## src/rtl/alu_muldiv_seq_if.sv

```systemverilog
// alu_muldiv_seq_if: request/result handshake between the execute stage
// (master) and the multi-cycle MUL/DIVU/REMU sequencer (slave).
//   i_valid/o_ready            request handshake
//   i_op, i_src_a, i_src_b     request payload (sampled at accept only)
//   o_valid/i_ready            result handshake
//   o_result                   result word, held while o_valid=1
//   o_busy                     sequencer is not idle
`timescale 1ns/1ps
interface alu_muldiv_seq_if;
  logic        i_valid;
  logic        o_ready;
  logic [1:0]  i_op;
  logic [31:0] i_src_a;
  logic [31:0] i_src_b;
  logic        o_valid;
  logic        i_ready;
  logic [31:0] o_result;
  logic        o_busy;

  modport master (
    output i_valid, i_op, i_src_a, i_src_b, i_ready,
    input  o_ready, o_valid, o_result, o_busy
  );

  modport slave (
    input  i_valid, i_op, i_src_a, i_src_b, i_ready,
    output o_ready, o_valid, o_result, o_busy
  );
endinterface

```

## src/rtl/alu_muldiv_seq.sv

```systemverilog
// alu_muldiv_seq: computes MUL (low word), DIVU and REMU on 32-bit operands
// by issuing one operation per cycle to the shared combinational ALU.
// Ports:
//   i_clk, i_reset   clock, synchronous active-high reset
//   bus              request/result handshake (slave side)
//   o_alu_op         ALU opcode (ADD=0000, SUB=0001, SLTU=0011)
//   o_operand_a/b    ALU operands
//   i_alu_data       ALU result, combinational from the outputs above
// MUL takes 32 shift-add cycles; DIV takes 32 compare/subtract pairs.
`timescale 1ns/1ps
module alu_muldiv_seq (
  input  logic                    i_clk,
  input  logic                    i_reset,
  alu_muldiv_seq_if.slave         bus,
  output logic [3:0]              o_alu_op,
  output logic [31:0]             o_operand_a,
  output logic [31:0]             o_operand_b,
  input  logic [31:0]             i_alu_data
);

  localparam logic [3:0] ALU_ADD  = 4'b0000;
  localparam logic [3:0] ALU_SUB  = 4'b0001;
  localparam logic [3:0] ALU_SLTU = 4'b0011;

  typedef enum logic [2:0] {
    ST_IDLE    = 3'd0,
    ST_MUL_IT  = 3'd1,
    ST_DIV_CMP = 3'd2,
    ST_DIV_SUB = 3'd3,
    ST_DONE    = 3'd4
  } state_t;

  state_t      state_r;
  state_t      state_next_s;
  logic [31:0] rem_r;     // MUL accumulator / DIV partial remainder
  logic [31:0] dsr_r;     // MUL multiplicand / DIV divisor
  logic [31:0] quo_r;     // MUL multiplier / DIV dividend-then-quotient
  logic [31:0] result_r;
  logic [4:0]  cnt_r;
  logic [1:0]  op_r;
  logic        lt_r;
  logic        valid_r;
  logic        req_is_div_s;
  logic        last_s;
  logic [31:0] rem_shift_s;

  assign req_is_div_s = (bus.i_op == 2'd1) || (bus.i_op == 2'd2);
  assign last_s       = (cnt_r == 5'd31);
  // Next dividend bit shifts from the top of quo_r into the remainder.
  assign rem_shift_s  = {rem_r[30:0], quo_r[31]};

  assign bus.o_ready  = (state_r == ST_IDLE) & ~i_reset;
  assign bus.o_valid  = valid_r;
  assign bus.o_result = result_r;
  assign bus.o_busy   = (state_r != ST_IDLE);

  // State register.
  always_ff @(posedge i_clk) begin
    if (i_reset) begin
      state_r <= ST_IDLE;
    end else begin
      state_r <= state_next_s;
    end
  end

  // Next-state decode and the ALU operation issued in the current state.
  always_comb begin
    state_next_s = state_r;
    o_alu_op     = ALU_ADD;
    o_operand_a  = 32'd0;
    o_operand_b  = 32'd0;
    case (state_r)
      ST_IDLE: begin
        if (bus.i_valid) begin
          state_next_s = req_is_div_s ? ST_DIV_CMP : ST_MUL_IT;
        end else begin
          state_next_s = ST_IDLE;
        end
      end
      ST_MUL_IT: begin
        o_alu_op     = ALU_ADD;
        o_operand_a  = rem_r;
        o_operand_b  = quo_r[0] ? dsr_r : 32'd0;
        state_next_s = last_s ? ST_DONE : ST_MUL_IT;
      end
      ST_DIV_CMP: begin
        o_alu_op     = ALU_SLTU;
        o_operand_a  = rem_shift_s;
        o_operand_b  = dsr_r;
        state_next_s = ST_DIV_SUB;
      end
      ST_DIV_SUB: begin
        o_alu_op     = ALU_SUB;
        o_operand_a  = rem_r;
        o_operand_b  = dsr_r;
        state_next_s = last_s ? ST_DONE : ST_DIV_CMP;
      end
      ST_DONE: begin
        if (bus.i_ready) begin
          state_next_s = ST_IDLE;
        end else begin
          state_next_s = ST_DONE;
        end
      end
      default: begin
        state_next_s = ST_IDLE;
      end
    endcase
  end

  // Datapath registers and the registered result/valid outputs.
  always_ff @(posedge i_clk) begin
    if (i_reset) begin
      rem_r    <= 32'd0;
      dsr_r    <= 32'd0;
      quo_r    <= 32'd0;
      cnt_r    <= 5'd0;
      op_r     <= 2'd0;
      lt_r     <= 1'b0;
      valid_r  <= 1'b0;
      result_r <= 32'd0;
    end else begin
      case (state_r)
        ST_IDLE: begin
          if (bus.i_valid) begin
            op_r  <= bus.i_op;
            rem_r <= 32'd0;
            cnt_r <= 5'd0;
            lt_r  <= 1'b0;
            dsr_r <= req_is_div_s ? bus.i_src_b : bus.i_src_a;
            quo_r <= req_is_div_s ? bus.i_src_a : bus.i_src_b;
          end
        end
        ST_MUL_IT: begin
          rem_r <= i_alu_data;
          dsr_r <= dsr_r << 1;
          quo_r <= quo_r >> 1;
          cnt_r <= cnt_r + 5'd1;
          if (last_s) begin
            result_r <= i_alu_data;
            valid_r  <= 1'b1;
          end
        end
        ST_DIV_CMP: begin
          rem_r <= rem_shift_s;
          quo_r <= quo_r << 1;
          // A set rem_r[31] means the shifted remainder is >= 2^32 > divisor,
          // so the subtract must happen regardless of the 32-bit compare.
          lt_r  <= i_alu_data[0] & ~rem_r[31];
        end
        ST_DIV_SUB: begin
          if (!lt_r) begin
            rem_r    <= i_alu_data;
            quo_r[0] <= 1'b1;
          end
          cnt_r <= cnt_r + 5'd1;
          if (last_s) begin
            valid_r <= 1'b1;
            if (op_r == 2'd2) begin
              result_r <= lt_r ? rem_r : i_alu_data;
            end else begin
              result_r <= quo_r | {31'd0, ~lt_r};
            end
          end
        end
        ST_DONE: begin
          if (bus.i_ready) begin
            valid_r <= 1'b0;
          end
        end
        default: begin
          valid_r <= 1'b0;
        end
      endcase
    end
  end

endmodule
```

## src/flat_wrapper.sv

```systemverilog
// flat-port wrapper written by rule: the top's interface ports become plain ports
module alu_muldiv_seq_flat 
  (i_clk, i_reset, o_alu_op, o_operand_a, o_operand_b, i_alu_data, bus_i_valid, bus_i_op, bus_i_src_a, bus_i_src_b, bus_i_ready, bus_o_ready, bus_o_valid, bus_o_result, bus_o_busy);
  alu_muldiv_seq_if bus_i ();
  input  logic i_clk;
  input  logic i_reset;
  output logic [3:0] o_alu_op;
  output logic [31:0] o_operand_a;
  output logic [31:0] o_operand_b;
  input  logic [31:0] i_alu_data;
  input wire logic [$bits(bus_i.i_valid)-1:0] bus_i_valid;
  input wire logic [$bits(bus_i.i_op)-1:0] bus_i_op;
  input wire logic [$bits(bus_i.i_src_a)-1:0] bus_i_src_a;
  input wire logic [$bits(bus_i.i_src_b)-1:0] bus_i_src_b;
  input wire logic [$bits(bus_i.i_ready)-1:0] bus_i_ready;
  output wire logic [$bits(bus_i.o_ready)-1:0] bus_o_ready;
  output wire logic [$bits(bus_i.o_valid)-1:0] bus_o_valid;
  output wire logic [$bits(bus_i.o_result)-1:0] bus_o_result;
  output wire logic [$bits(bus_i.o_busy)-1:0] bus_o_busy;
  assign bus_i.i_valid = bus_i_valid;
  assign bus_i.i_op = bus_i_op;
  assign bus_i.i_src_a = bus_i_src_a;
  assign bus_i.i_src_b = bus_i_src_b;
  assign bus_i.i_ready = bus_i_ready;
  assign bus_o_ready = bus_i.o_ready;
  assign bus_o_valid = bus_i.o_valid;
  assign bus_o_result = bus_i.o_result;
  assign bus_o_busy = bus_i.o_busy;
  alu_muldiv_seq u_core (.i_clk(i_clk), .i_reset(i_reset), .bus(bus_i), .o_alu_op(o_alu_op), .o_operand_a(o_operand_a), .o_operand_b(o_operand_b), .i_alu_data(i_alu_data));
endmodule
```

## config.mk

```make
export PLATFORM = sky130hd
export DESIGN_NAME = alu_muldiv_seq_flat
export DESIGN_NICKNAME = d
export VERILOG_FILES = /design/src/rtl/alu_muldiv_seq_if.sv /design/src/rtl/alu_muldiv_seq.sv /design/src/flat_wrapper.sv
export SDC_FILE = /design/constraint.sdc
export NUM_CORES = 1
export LEC_CHECK = 0
export BUFFER_PORTS_ARGS = -buffer_cell sky130_fd_sc_hd__buf_2
export CAP_MARGIN = 10
export CORE_UTILIZATION = 54
export CTS_CLUSTER_SIZE = 10
export DETAILED_ROUTE_END_ITERATION = 8
export PLACE_DENSITY = 0.82
export SYNTH_ARGS = -nofsm -noshare
export SYNTH_HDL_FRONTEND = slang
export SYNTH_SLANG_ARGS = --single-unit
```

## constraint.sdc

```tcl
create_clock -name i_clk -period 2.3 [get_ports i_clk]
set_clock_uncertainty 0.05 [all_clocks]
set_input_delay 0.23 -clock i_clk [delete_from_list [all_inputs] [get_ports i_clk]]
set_output_delay 0.23 -clock i_clk [all_outputs]
set_load 0.02 [all_outputs]
```

**After elaboration in Yosys (flattened, before gate mapping)**

Cells that the tools add are included.

- Register bits after elaboration: 140
- Input port bits: 102

- $add $sub $neg: 1
- Eq/ne operators: 14
- Multiplexer cells: 32
- Bitwise operators: 7
- Reductions and logical operators: 21

Operator list:

| kind | count |
|---|---|
| $mux 32 | 10 |
| $pmux 32 s2 | 4 |
| $pmux 32 s4 | 1 |
| $pmux 31 s3 | 1 |
| $or 32x1->32 | 1 |
| $pmux 3 s5 | 1 |
| $mux 3 | 4 |
| $reduce_and 2->1 | 6 |
| $pmux 5 s2 | 1 |
| $reduce_and 3->1 | 3 |
| $reduce_bool 2->1 | 4 |
| $eq 3x2->1 const B | 2 |
| $ne 2x1->1 const B | 3 |
| $ne 2x2->1 const B | 3 |
| $reduce_bool 3->1 | 2 |
| $reduce_or 2->1 | 3 |
| $add 5x1->5 const B | 1 |
| $eq 5x5->1 const B | 1 |
| $mux 5 | 1 |
| $eq 2x2->1 const B | 2 |
| $mux 1 | 4 |
| $not 1->1 | 4 |
| $pmux 1 s4 | 1 |
| $pmux 2 s2 | 1 |
| 10 further kinds | 11 |

**Depth between registers and ports, before layout**

- Depth in word-level cells: 5
- Depth in mapped cells: 8
- Gate-level depth less buffers: 6

**Least setup slack after synthesis**

No wires, ideal clock.

- Path type: reg2out
- Start: reg u_core.state_r[1]
- End: out o_operand_a[31]
- Data arrival time: 1.518 ns
- Data required time: 2.020 ns
- Slack: 0.502 ns
- Cell stages (with the launch flop): 8
- Cells stage by stage: dfxtp_1 -> buf_2 -> nand2b_1 -> clkbuf_1 -> nor2_1 -> buf_2 -> nand2_1 -> o21ai_0

- Longest elaborated chain between the ends: 3

Ends and longest elaborated chain:

| item | RTL line | RTL |
|---|---|---|
| start, declared | alu_muldiv_seq.sv:33 | `state_t state_r;` |
| start signal, assigned | alu_muldiv_seq.sv:62 | `state_r <= state_next_s;` |
| $eq 3x2->1 or $eq 3x1->1 (tied branches) | alu_muldiv_seq.sv:72 | `case (state_r)` |
| $reduce_or 2->1 (no source line) | - |  |
| $pmux 32 s2 * | alu_muldiv_seq.sv:72 |  |
| end, declared | flat_wrapper.sv:8 | `output logic [31:0] o_operand_a;` |

Mark *: on every way between the ends. The rest lies on a longest branch, timed or not.

**Worst setup path after layout**

- Start: reg u_core.state_r[0]
- End: out o_operand_a[5]

The elaborated chain is that of the path after synthesis.

==> summary.md <==
| Metric | Value |
|---|---|
| Final core utilization | 0.6731 |
| Unrepaired setup endpoints after global routing | no |
| Vias in the first global route | 7,938 |
| Antenna Nets Post-Route | 0 |
| Final setup fails | 0 |
| Synth Register Bits | 140 |
| Post-Route WL | 25.04 mm |
| Required @ worst endpoint | 2.02 ns |
| Clock Tree Buf Depth | 2 |
| Yosys top cell by area | dfxtp_1 |
| Top FF cell, synth | dfxtp_1 |
| # rows | 45 |
| Root Driver | clkbuf_16 |
| GRT overflow | 0 |
| Syn Std Cell Area | 8407 um^2 |
| Post-CTS Setup Inserts | 0 |
| Crit path launch type | flip-flop |
| Top cells by area, synth | dfxtp_1, nand2_1, a21oi_1, a21o_1, mux2_2 |
| Area added between synthesis and finish | 21.71% |
| Slew Limit Fails | 0 |
| Core Footprint | 15,200 um^2 |
| Via count | 8,956 |
| Starting Density | 0.5530 |
| Clock transition at path regs | 0.06 ns |
| H-Tree Depth | 4 |
| Netlist cell types | 40 |
| Setup TNS | 0 ns |
| GPL Wtd Cong | 0.8355 |
| Later-pin clock latency in the skew report | 0.43 ns |
| Antenna Cells | 0 |
| Die Height | 126.8 um |
| Post-synthesis sequential area ratio | 0.3334 |
| Crit. End Element | output pin |
| Ys Warns | 0 |
| Share of cells above drive strength 1 | 0.2572 |
| Mapped Avg Cell Area | 7.734 um^2 |
| Die area | 16,070 um^2 |
| Final min period | 2.227 ns |
| Largest net degree at the start of global routing | 66 |
| Max_slew headroom | 0.1949 |
| Port bufs | 202 |
| Status | finished, violations left |
| Total Routing Usage GR | 0.3027 |
| Hold WC Path Type | in -> reg |
| Ports | 205 |
| Share of the synthesized area in the top cell type | 0.3334 |
| Drt drc | 1 |
| Dpl hpwl | 16.55 mm |
| Slew at the pin closest to its max-slew limit | 1.202 ns |
| Final hold vios | 0 |
| Async S/R FF share, synth | 0 |
| CTS tree | built |
| Vias per cell | 6.237 |
| Violated checks | design-rule violations |
| Nets | 1,340 |
| Final period util | 0.9683 |
| Die Width | 126.8 um |
| Initial antenna violation count | 0 |
| Fmax | 449.0 MHz |
| Avg WL per Cell | 17.44 um |
| Synthesized instance count | 1,087 |
| CP Class | reg -> out |
| Max cap viols | 0 |
| Worst vdd ir | 0.6178 mV |
| Total CTS buffers | 17 |
| CTS sink count | 140 |
| Critical path fanouts, max | 19 |
| First-pass GRT wire length | 39.46 mm |
| Drt pass-1 iters | 9 |
| EDFF count, synth | 0 |
| DR iter-0 viols | 1,146 |
| WP data arrival | 1.95 ns |
| Static leakage | 4.491 nW |
| PD cells | 720.4 nW/um^2 |
[cells by family after synthesis]
kind of cell | Yosys count | synth area share
muxes | 97 | 0.1252
xor gates and xnor gates | 2 | 0.002977
and+or+nand+nor | 362 | 0.1798
buffers and inverters | 142 | 0.06846
AOI/OAI and AO/OA | 340 | 0.2853
other | 1 | 0.0004461
DFF | 140 | 0.3334
adders and majority gates | 3 | 0.004465
[synth_stat cells (11+ instances only)]
cell type and instances:
nand2_1 196, a21oi_1 107, mux2_1 28, mux2i_1 32
a21o_1 62, inv_1 32, buf_2 28, dfxtp_1 140
o221ai_1 31, o22ai_1 32, nor2_1 107, buf_1 11
a311oi_1 31, clkbuf_1 68, a22oi_1 34, mux2_2 37
and2_1 33, a222oi_1 31
[per-layer routing]
| metal | vias up | track usage | wire (um) |
|---|---|---|---|
| met3 | 68 | 0.04133 | 1414 |
| met4 | 0 | 0.1254 | 643 |
| met2 | 430 | 0.5216 | 12570 |
| met1 | 4251 | 0.3809 | 10410 |
| li1 | 4207 | - | - |
| met5 | - | 0 | 0 |
[stage by stage]
stage | total power, mW | std cells | hold WS (ns) | cell area (um^2) | setup WS (ns)
CTS | 7.328 | 1435 | 0.06444 | 10200 | 0.04994
floorplan | 4.049 | 1088 | 0.3160 | 8411 | 0.5021
finish | 7.371 | 1436 | 0.07400 | 10230 | 0.07297
global placement | 4.558 | 1403 | 0.3896 | 9600 | 0.1672
global route | 7.667 | 1436 | 0.07775 | 10230 | 0.01077
detailed placement | 4.599 | 1403 | 0.3946 | 9600 | 0.09178
[state kept, by name (all words and copies together), names as in the netlist]
signal	count
u_core.bus.o_result	32
u_core.dsr_r	32
u_core.quo_r	32
u_core.rem_r	32
u_core.cnt_r	5
u_core.state_r	3
u_core.op_r	2
u_core.bus.o_valid	1
u_core.lt_r	1
[worst paths after layout]
kind	endpoint	startpoint	slack (ns)	cells past startpoint
min	u_core.lt_r$_SDFFE_PP0P_	i_alu_data[0]	0.07	3
min reg2reg	u_core.bus.o_result[11]$_SDFFE_PP0P_	u_core.bus.o_result[11]$_SDFFE_PP0P_	0.40	2
max reg2reg	u_core.quo_r[11]$_SDFFE_PP0P_	u_core.state_r[0]$_SDFF_PP0_	0.23	6
max	o_operand_a[5]	u_core.state_r[0]$_SDFF_PP0_	0.07	6
[final cells by class]
| type | instances | area [um^2] |
|---|---|---|
| well taps | 188 | 235.2 |
| fillers | 1335 | 4970 |
| flip-flops and latches | 140 | 2806 |
| multi-input cells | 806 | 5085 |
| repair buffers | 237 | 1395 |
| clock inverters | 12 | 120.1 |
| inverters | 33 | 123.9 |
| clock buffers | 20 | 466.7 |
[worst max-delay path, stage by stage (launching register included)]
cell and delay (ns):
dfxtp_2 0.39, nand2b_1 0.21, nor2_4 0.24, buf_4 0.31
nand2_1 0.11, nand2_1 0.09, buf_2 0.17
[where the power goes]
part	switching [mW]	internal (mW)
Combinational	1.03	0.715
Clock	1.08	1.67
Sequential	0.238	2.63
[placed cells by master (no fill, tap or decap), types with 4 or more instances in the layout]
cell type,Yosys,final
o221ai_1,31,31
a21o_1,62,62
a222oi_1,31,31
mux2i_1,32,32
dfxtp_1,140,137
nor3_1,8,8
o21ai_0,5,5
mux2_1,28,28
and2_1,33,33
mux2_2,37,37
a22oi_1,34,34
a311oi_1,31,31
buf_4,2,26
nand2b_1,5,4
a21oi_1,107,106
nand2_1,196,196
o22ai_1,32,32
inv_1,32,32
clkinv_2,0,7
nor2_1,107,105
buf_2,28,201
nand3_1,4,4
clkbuf_16,0,17
buf_12,0,7
[timing repair]
item                                    CTS  global route
hold buffers                              0             0
gates cloned                              0             0
endpoints found under the setup margin   51            32
hold endpoints to repair                  0             0
gates resized for setup                   3             2
Power figures use the tool's default switching activity.
